$ cat src/rtl/instruction_decode_pkg.sv
// Shared decode constants for the ID stage: opcodes, funct codes, ALUOp and
// branch encodings, the HALT word and the control bundle type.
package instruction_decode_pkg;

    typedef enum logic [5:0] {
        OP_RTYPE = 6'h00,
        OP_J     = 6'h02,
        OP_JAL   = 6'h03,
        OP_BEQ   = 6'h04,
        OP_BNE   = 6'h05,
        OP_ADDI  = 6'h08,
        OP_SLTI  = 6'h0A,
        OP_ANDI  = 6'h0C,
        OP_ORI   = 6'h0D,
        OP_XORI  = 6'h0E,
        OP_LUI   = 6'h0F,
        OP_LB    = 6'h20,
        OP_LH    = 6'h21,
        OP_LW    = 6'h23,
        OP_LBU   = 6'h24,
        OP_LHU   = 6'h25,
        OP_LWU   = 6'h27,
        OP_SB    = 6'h28,
        OP_SH    = 6'h29,
        OP_SW    = 6'h2B
    } opcode_e;

    localparam logic [5:0]  FUNCT_JR   = 6'h08;
    localparam logic [5:0]  FUNCT_JALR = 6'h09;
    localparam logic [31:0] HALT_WORD  = 32'hFFFF_FFFF;

    typedef enum logic [1:0] {
        ALUOP_ADD   = 2'b00,
        ALUOP_SUB   = 2'b01,
        ALUOP_RTYPE = 2'b10,
        ALUOP_IMM   = 2'b11
    } aluop_e;

    typedef enum logic [1:0] {
        BR_NONE = 2'b00,
        BR_BEQ  = 2'b01,
        BR_BNE  = 2'b10,
        BR_JUMP = 2'b11
    } branch_e;

    typedef struct packed {
        logic    mem_to_reg;
        logic    reg_write;
        logic    mem_write;
        logic    mem_read;
        logic    alu_src;
        branch_e branch;
        aluop_e  alu_op;
        logic    halt;
    } ctrl_t;

    // Logical immediates and LUI take the raw 16 bits; everything else sign-extends.
    function automatic logic is_zero_ext(input logic [5:0] op);
        logic zext;
        case (op)
            OP_ANDI, OP_ORI, OP_XORI, OP_LUI: zext = 1'b1;
            default:                          zext = 1'b0;
        endcase
        return zext;
    endfunction

endpackage

$ cat src/rtl/instruction_decode_register_file.sv
// 32-entry register file, two read ports and one write port with write-through;
// r0 is hard-wired to zero.
module instruction_decode_register_file #(
    parameter int N_BITS     = 32,
    parameter int N_REG_BITS = 5
) (
    input  logic                  i_clk,
    input  logic                  i_reset,
    input  logic                  i_we,
    input  logic [N_REG_BITS-1:0] i_waddr,
    input  logic [N_BITS-1:0]     i_wdata,
    input  logic [N_REG_BITS-1:0] i_raddr1,
    input  logic [N_REG_BITS-1:0] i_raddr2,
    output logic [N_BITS-1:0]     o_rdata1,
    output logic [N_BITS-1:0]     o_rdata2
);

    localparam int DEPTH = 2 ** N_REG_BITS;

    logic [N_BITS-1:0] regs_r [DEPTH];

    // Storage: reset clears every entry and beats a same-cycle write.
    always_ff @(posedge i_clk) begin
        if (i_reset) begin
            for (int i = 0; i < DEPTH; i++) begin
                regs_r[i] <= '0;
            end
        end else if (i_we && (i_waddr != {N_REG_BITS{1'b0}})) begin
            regs_r[i_waddr] <= i_wdata;
        end
    end

    // Read ports with write-through so WB and ID can share a cycle.
    always_comb begin
        if (i_raddr1 == {N_REG_BITS{1'b0}}) begin
            o_rdata1 = '0;
        end else if (i_we && (i_waddr == i_raddr1)) begin
            o_rdata1 = i_wdata;
        end else begin
            o_rdata1 = regs_r[i_raddr1];
        end
        if (i_raddr2 == {N_REG_BITS{1'b0}}) begin
            o_rdata2 = '0;
        end else if (i_we && (i_waddr == i_raddr2)) begin
            o_rdata2 = i_wdata;
        end else begin
            o_rdata2 = regs_r[i_raddr2];
        end
    end

endmodule

$ cat src/rtl/instruction_decode.sv
// ID stage: register file, control decode, branch/jump resolution with EX/MEM
// forwarding, load-use stall and the ID/EX pipeline register. ID_HALT_EN enables HALT.
module instruction_decode
    import instruction_decode_pkg::*;
#(
    parameter int N_BITS     = 32,
    parameter int N_REG_BITS = 5
) (
    input  logic                  i_clk,
    input  logic                  i_reset,
    input  logic [N_BITS-1:0]     i_instruccion,
    input  logic [N_BITS-1:0]     i_pc_4,
    input  logic                  i_regWrite,
    input  logic [N_REG_BITS-1:0] i_dato_a_escribir_addr,
    input  logic [N_BITS-1:0]     i_WB_data_to_w,
    input  logic [N_REG_BITS-1:0] i_ID_EX_rt,
    input  logic                  i_ID_EX_MemRead,
    input  logic                  i_control_M_memRead_ID_EX,
    input  logic                  i_control_WB_regWrite_ex,
    input  logic                  i_control_WB_regWrite_mem,
    input  logic [N_REG_BITS-1:0] i_Alu_rt,
    input  logic [N_REG_BITS-1:0] i_Mem_rt,
    input  logic [N_BITS-1:0]     i_dato_salida_ALU,
    input  logic [N_BITS-1:0]     i_dato_salida_mem,
    output logic [N_BITS-1:0]     o_dato_leido1,
    output logic [N_BITS-1:0]     o_dato_leido2,
    output logic [N_REG_BITS-1:0] o_rs,
    output logic [N_REG_BITS-1:0] o_rd_or_rt,
    output logic [N_BITS-1:0]     o_dato_ex_signo,
    output logic [N_BITS-1:0]     o_sign_extension,
    output logic                  o_control_WB_memtoReg,
    output logic                  o_control_WB_regWrite,
    output logic                  o_control_M_memWrite,
    output logic                  o_control_M_memRead,
    output logic                  o_control_EX_ALUSrc,
    output logic [1:0]            o_control_M_branch,
    output logic [1:0]            o_control_EX_ALUOp,
    output logic [N_BITS-1:0]     o_jump_direction,
    output logic                  o_flush,
    output logic                  o_stall,
    output logic                  o_halt
);

    localparam logic [N_REG_BITS-1:0] REG_ZERO = {N_REG_BITS{1'b0}};
    localparam logic [N_REG_BITS-1:0] REG_RA   = {N_REG_BITS{1'b1}};

    logic [5:0]            opcode_s;
    logic [5:0]            funct_s;
    logic [N_REG_BITS-1:0] rs_s, rt_s, rd_s, dest_s;
    logic [15:0]           imm_s;
    logic [N_BITS-1:0]     rf_rs_s, rf_rt_s, fwd_rs_s, fwd_rt_s, ext_s, target_s;
    logic                  link_s, is_jr_s, redirect_s, reads_rs_s, reads_rt_s;
    logic                  load_use_s, mem_load_s;
    ctrl_t                 ctrl_s, ctrl_q_s;

    assign opcode_s = i_instruccion[31:26];
    assign rs_s     = i_instruccion[25:21];
    assign rt_s     = i_instruccion[20:16];
    assign rd_s     = i_instruccion[15:11];
    assign funct_s  = i_instruccion[5:0];
    assign imm_s    = i_instruccion[15:0];

    instruction_decode_register_file #(
        .N_BITS     (N_BITS),
        .N_REG_BITS (N_REG_BITS)
    ) u_register_file (
        .i_clk    (i_clk),
        .i_reset  (i_reset),
        .i_we     (i_regWrite),
        .i_waddr  (i_dato_a_escribir_addr),
        .i_wdata  (i_WB_data_to_w),
        .i_raddr1 (rs_s),
        .i_raddr2 (rt_s),
        .o_rdata1 (rf_rs_s),
        .o_rdata2 (rf_rt_s)
    );

    assign ext_s = is_zero_ext(opcode_s) ? {{(N_BITS-16){1'b0}}, imm_s}
                                         : {{(N_BITS-16){imm_s[15]}}, imm_s};
    assign o_sign_extension = ext_s;

    // Control decode; the HALT word is checked first so it never aliases a real opcode.
    always_comb begin
        ctrl_s  = '0;
        dest_s  = rt_s;
        link_s  = 1'b0;
        is_jr_s = 1'b0;
        if (i_instruccion == HALT_WORD) begin
`ifdef ID_HALT_EN
            ctrl_s.halt = 1'b1;
`else
            ctrl_s.halt = 1'b0;
`endif
        end else begin
            case (opcode_e'(opcode_s))
                OP_RTYPE: begin
                    dest_s        = rd_s;
                    ctrl_s.alu_op = ALUOP_RTYPE;
                    if (funct_s == FUNCT_JR) begin
                        ctrl_s.branch = BR_JUMP;
                        is_jr_s       = 1'b1;
                    end else if (funct_s == FUNCT_JALR) begin
                        ctrl_s.branch    = BR_JUMP;
                        ctrl_s.reg_write = 1'b1;
                        is_jr_s          = 1'b1;
                        link_s           = 1'b1;
                    end else begin
                        ctrl_s.reg_write = 1'b1;
                    end
                end
                OP_LB, OP_LH, OP_LW, OP_LBU, OP_LHU, OP_LWU: begin
                    ctrl_s.mem_read   = 1'b1;
                    ctrl_s.mem_to_reg = 1'b1;
                    ctrl_s.reg_write  = 1'b1;
                    ctrl_s.alu_src    = 1'b1;
                    ctrl_s.alu_op     = ALUOP_ADD;
                end
                OP_SB, OP_SH, OP_SW: begin
                    ctrl_s.mem_write = 1'b1;
                    ctrl_s.alu_src   = 1'b1;
                    ctrl_s.alu_op    = ALUOP_ADD;
                end
                OP_ADDI, OP_SLTI, OP_ANDI, OP_ORI, OP_XORI, OP_LUI: begin
                    ctrl_s.reg_write = 1'b1;
                    ctrl_s.alu_src   = 1'b1;
                    ctrl_s.alu_op    = ALUOP_IMM;
                end
                OP_BEQ: begin
                    ctrl_s.branch = BR_BEQ;
                    ctrl_s.alu_op = ALUOP_SUB;
                end
                OP_BNE: begin
                    ctrl_s.branch = BR_BNE;
                    ctrl_s.alu_op = ALUOP_SUB;
                end
                OP_J: begin
                    ctrl_s.branch = BR_JUMP;
                end
                OP_JAL: begin
                    ctrl_s.branch    = BR_JUMP;
                    ctrl_s.reg_write = 1'b1;
                    dest_s           = REG_RA;
                    link_s           = 1'b1;
                end
                default: begin
                    ctrl_s = '0;
                end
            endcase
        end
    end

    // Branch operand forwarding: EX result beats MEM result beats register file.
    always_comb begin
        if (i_control_WB_regWrite_ex && (i_Alu_rt == rs_s) && (rs_s != REG_ZERO)) begin
            fwd_rs_s = i_dato_salida_ALU;
        end else if (i_control_WB_regWrite_mem && (i_Mem_rt == rs_s) && (rs_s != REG_ZERO)) begin
            fwd_rs_s = i_dato_salida_mem;
        end else begin
            fwd_rs_s = rf_rs_s;
        end
        if (i_control_WB_regWrite_ex && (i_Alu_rt == rt_s) && (rt_s != REG_ZERO)) begin
            fwd_rt_s = i_dato_salida_ALU;
        end else if (i_control_WB_regWrite_mem && (i_Mem_rt == rt_s) && (rt_s != REG_ZERO)) begin
            fwd_rt_s = i_dato_salida_mem;
        end else begin
            fwd_rt_s = rf_rt_s;
        end
    end

    // Hazards: a load in EX feeding anything, or a load in MEM feeding a branch/JR.
    assign reads_rt_s = (ctrl_s.branch == BR_BEQ) || (ctrl_s.branch == BR_BNE);
    assign reads_rs_s = reads_rt_s || is_jr_s;
    assign load_use_s = i_ID_EX_MemRead && (i_ID_EX_rt != REG_ZERO)
                        && ((i_ID_EX_rt == rs_s) || (i_ID_EX_rt == rt_s));
    assign mem_load_s = i_control_M_memRead_ID_EX && (i_Mem_rt != REG_ZERO)
                        && ((reads_rs_s && (i_Mem_rt == rs_s)) || (reads_rt_s && (i_Mem_rt == rt_s)));
    assign o_stall    = load_use_s || mem_load_s;

    // Redirect resolution and target selection.
    always_comb begin
        redirect_s = 1'b0;
        target_s   = '0;
        case (ctrl_s.branch)
            BR_BEQ: begin
                redirect_s = (fwd_rs_s == fwd_rt_s);
                target_s   = i_pc_4 + {ext_s[N_BITS-3:0], 2'b00};
            end
            BR_BNE: begin
                redirect_s = (fwd_rs_s != fwd_rt_s);
                target_s   = i_pc_4 + {ext_s[N_BITS-3:0], 2'b00};
            end
            BR_JUMP: begin
                redirect_s = 1'b1;
                target_s   = is_jr_s ? fwd_rs_s : {i_pc_4[N_BITS-1:N_BITS-4], i_instruccion[25:0], 2'b00};
            end
            default: begin
                redirect_s = 1'b0;
                target_s   = '0;
            end
        endcase
    end

    assign o_flush          = redirect_s && !o_stall;
    assign o_jump_direction = o_flush ? target_s : '0;
    assign ctrl_q_s         = o_stall ? ctrl_t'('0) : ctrl_s;

    // ID/EX pipeline register; a stall loads a bubble into the control fields.
    always_ff @(posedge i_clk) begin
        if (i_reset) begin
            o_dato_leido1         <= '0;
            o_dato_leido2         <= '0;
            o_rs                  <= '0;
            o_rd_or_rt            <= '0;
            o_dato_ex_signo       <= '0;
            o_control_WB_memtoReg <= 1'b0;
            o_control_WB_regWrite <= 1'b0;
            o_control_M_memWrite  <= 1'b0;
            o_control_M_memRead   <= 1'b0;
            o_control_EX_ALUSrc   <= 1'b0;
            o_control_M_branch    <= 2'b00;
            o_control_EX_ALUOp    <= 2'b00;
            o_halt                <= 1'b0;
        end else begin
            o_dato_leido1         <= link_s ? i_pc_4 : rf_rs_s;
            o_dato_leido2         <= rf_rt_s;
            o_rs                  <= rs_s;
            o_rd_or_rt            <= dest_s;
            o_dato_ex_signo       <= ext_s;
            o_control_WB_memtoReg <= ctrl_q_s.mem_to_reg;
            o_control_WB_regWrite <= ctrl_q_s.reg_write;
            o_control_M_memWrite  <= ctrl_q_s.mem_write;
            o_control_M_memRead   <= ctrl_q_s.mem_read;
            o_control_EX_ALUSrc   <= ctrl_q_s.alu_src;
            o_control_M_branch    <= ctrl_q_s.branch;
            o_control_EX_ALUOp    <= ctrl_q_s.alu_op;
            o_halt                <= ctrl_q_s.halt;
        end
    end

endmodule

$ cat config.mk
export PLATFORM = sky130hd
export DESIGN_NAME = instruction_decode
export DESIGN_NICKNAME = d
export VERILOG_FILES = /design/src/rtl/instruction_decode_pkg.sv /design/src/rtl/instruction_decode_register_file.sv /design/src/rtl/instruction_decode.sv
export SDC_FILE = /design/constraint.sdc
export NUM_CORES = 2
export LEC_CHECK = 0
export CAP_MARGIN = 20
export CORE_MARGIN = 3
export CORE_UTILIZATION = 47
export CTS_CLUSTER_DIAMETER = 30
export DETAILED_ROUTE_END_ITERATION = 8
export PLACE_DENSITY = 0.65
export SLEW_MARGIN = 10
export SYNTH_ARGS = -nofsm -noshare
export SYNTH_HDL_FRONTEND = slang
export SYNTH_SLANG_ARGS = --single-unit
$ cat constraint.sdc
create_clock -name i_clk -period 30.4 [get_ports i_clk]
set_input_delay 9.12 -clock i_clk [delete_from_list [all_inputs] [get_ports i_clk]]
set_output_delay 9.12 -clock i_clk [all_outputs]
set_load 0.02 [all_outputs]
==> impl_metrics.env <==
export IMPL_synth_edf_count=1024
export IMPL_routed_wl_um=280000
export IMPL_cp_max_fo=33
export IMPL_setup_viol=0
export IMPL_io_buffer_count=367
export IMPL_cts_tree="yes"
export IMPL_grt_max_degree=98
export IMPL_skew_ps=74.5
export IMPL_worst_skew_pair_late_latency_ps=910
export IMPL_hold_class="reg2reg"
export IMPL_synthMuxAreaShare=0.197
export IMPL_fmax_ghz=0.0388
export IMPL_ioPinCount=369
export IMPL_hold_violations=0
export IMPL_layout_drive_gt1_share=0.221
export IMPL_grt_pass1_wl_um=385000
export IMPL_syn_area_sq_um=63500
export IMPL_firstDrtPassIters=9
export IMPL_finalCriticalPeriod_ps=25790
export IMPL_antenna_found_initial=40
export IMPL_syn_avg_cell_area_sq_um=13.0
export IMPL_finalCritPeriodShare=0.848
export IMPL_synth_area_leader_cell="edfxtp_1"
export IMPL_wl_per_cell_um=38.9
export IMPL_synth_adder_area_share=0.00642
export IMPL_drcViolationCount=0
export IMPL_yosys_area_top_type_share=0.484
export IMPL_initial_core_util=0.475
export IMPL_die_area_sq_um=140000
export IMPL_synth_compound_area_frac=0.0753
export IMPL_globalplace_congestion=1.02
export IMPL_die_x_um=374
export IMPL_grt_usage=0.394
export IMPL_status="finished, final reports clean"
export IMPL_drtIter0Drc=9288
export IMPL_path_clk_slew_ps=50
export IMPL_vias_per_cell=6.99
export IMPL_synth_seq_area_share=0.515
export IMPL_synthArstFlopShare=0
export IMPL_ys_flop_type="edfxtp_1"
export IMPL_synth_seq_cells=1123
export IMPL_worst_pin_slew_ps=1440
export IMPL_clock_sinks=1123
export IMPL_clock_root_buffer="clkbuf_16"
export IMPL_timing_hold_ws_ps=1080
export IMPL_placed_area_sq_um=68500
export IMPL_synth_simple_area_share=0.150
export IMPL_die_height_um=374
export IMPL_drv_cap=0
export IMPL_tns_ps=0
export IMPL_rsz0062_at_grt="false"
export IMPL_synthTopCellsByArea="edfxtp_1, mux4_2, and2_1, mux2i_1, dfxtp_1"
export IMPL_clk_path_buf_depth=4
export IMPL_worstPathArrival_ps=16670
export IMPL_yosysUniqueCellTypes=94
export IMPL_core_area_sq_um=134000
export IMPL_rows=134
export IMPL_syn_inst=4875
export IMPL_h_tree_depth=5
export IMPL_synthToLayoutAreaGrowth_pct=22.1
export IMPL_hpwl_um=172000
export IMPL_grt_pass1_vias=48200
export IMPL_slew_headroom=0.0398
export IMPL_cts_setup_buffers=0
export IMPL_slew_violations=0
export IMPL_synth_top_family_by_area="multiplexers"
export IMPL_critPathKind="in2out"
export IMPL_critPathLaunchType="input pin"
export IMPL_power_density_nw_per_um2=69.0
export IMPL_layout_common_cells="edfxtp_1, and2_1, mux4_2, clkdlybuf4s50_1, clkbuf_16"
export IMPL_total_power_mw=5.35
export IMPL_cts_resized=0
export IMPL_fin_nets=5428
export IMPL_grt_overflow_total=0
export IMPL_ir_worst_vdd_mv=0.0655
export IMPL_ys_warn_count=0
export IMPL_cp_required_ps=21280
export IMPL_numCtsBuffers=274
export IMPL_mostFrequentLayoutCell="edfxtp_1"
export IMPL_power_leakage_nw=27.4
export IMPL_synth_xor_area_share=0.0125
export IMPL_end_kind="output port"
export IMPL_cts_hold_fix_buffers=0
export IMPL_vias=50300
export IMPL_final_antenna_net_count=0
export IMPL_stdcell_area_sq_um=77600
[layer usage]
metal | global-route usage | up-vias | routed length (um)
li1 | - | 19400 | -
met1 | 0.478 | 24800 | 93300
met2 | 0.580 | 4949 | 123000
met3 | 0.142 | 1136 | 41500
met5 | 0 | - | 115
met4 | 0.289 | 14 | 22300
[registers in the layout, indices dropped and copies added (netlist names), 2 cells and up]
register	cells
o_control_EX_ALUOp	2
o_control_M_branch	2
o_dato_ex_signo	17
o_dato_leido1	32
o_dato_leido2	32
o_rd_or_rt	5
o_rs	5
u_register_file.regs_r	1024
[power breakdown]
group	total, mW	internal [mW]	switching [mW]
Combinational	0.683	0.255	0.428
Clock	2.84	1.94	0.905
Sequential	1.83	1.78	0.0457
[cells in the mapped netlist, types with 60 or more instances]
cell and count:
mux4_2 441, buf_4 89, nand2_1 213, o21ai_0 99, buf_2 66, nor3_1 191, clkbuf_1 286, a22oi_1 115
a21oi_1 90, mux2i_1 223, xnor2_1 60, edfxtp_1 1024, dfxtp_1 99, nor2_1 191, and2_1 852
[stage by stage]
stage | setup WS (ps) | std cells | utilization
floorplan | 8130 | 4907 | -
global placement | 4610 | 6690 | 0.511
detailed placement | 4830 | 6695 | 0.512
CTS | 4830 | 7161 | 0.578
global route | 4470 | 7171 | 0.579
finish | 4610 | 7200 | 0.580
[area by class of cell]
class / instances / area [sq um]
diodes: 33 / 82.6
clock buffers: 320 / 7250
clock inverters: 146 / 1610
fillers: 10600 / 56200
inverters: 20 / 75.1
multi-input cells: 3244 / 28400
flip-flops and latches: 1123 / 32700
well taps: 1768 / 2210
repair buffers: 546 / 5180
[logic make-up (layout without fill, tap and decap cells)]
family	after synthesis	count (layout)
AND/OR/NAND/NOR	1714	1714
flip-flops	1123	1123
multiplexers	695	695
AO/OA/AOI/OAI	679	679
buffers and inverters	540	1032
XOR/XNOR	91	91
adder cells (fa/ha/maj)	32	32
other	1	66
[final timing paths]
check | depth (start not counted) | end | slack (ps) | from
worst max-delay path | 17 | o_jump_direction[6] | 4610 | i_instruccion[23]
worst min-delay path | 5 | o_dato_leido2[23]$_SDFF_PP0_ | 1080 | u_register_file.regs_r[1][23]$_SDFFCE_PN0P_
worst max register to register | 8 | o_dato_leido1[15]$_SDFF_PP0_ | 27150 | u_register_file.regs_r[31][15]$_SDFFCE_PN0P_
worst min register to register | 5 | o_dato_leido2[23]$_SDFF_PP0_ | 1080 | u_register_file.regs_r[1][23]$_SDFFCE_PN0P_
[worst max-delay path, cell delays in order]
cell and delay [ps]:
buf_2 80, buf_4 460, buf_4 630, inv_1 140, buf_4 360, mux2_2 370, a2111oi_1 990, a221oi_1 420
a222oi_1 430, o21ai_1 180, xnor2_1 190, nor4_1 320, nand4_1 180, or4_1 590, or4_2 1130, a22oi_1 360
clkdlybuf4s50_1 640
No activity file was read; power rests on OpenSTA's default activity.
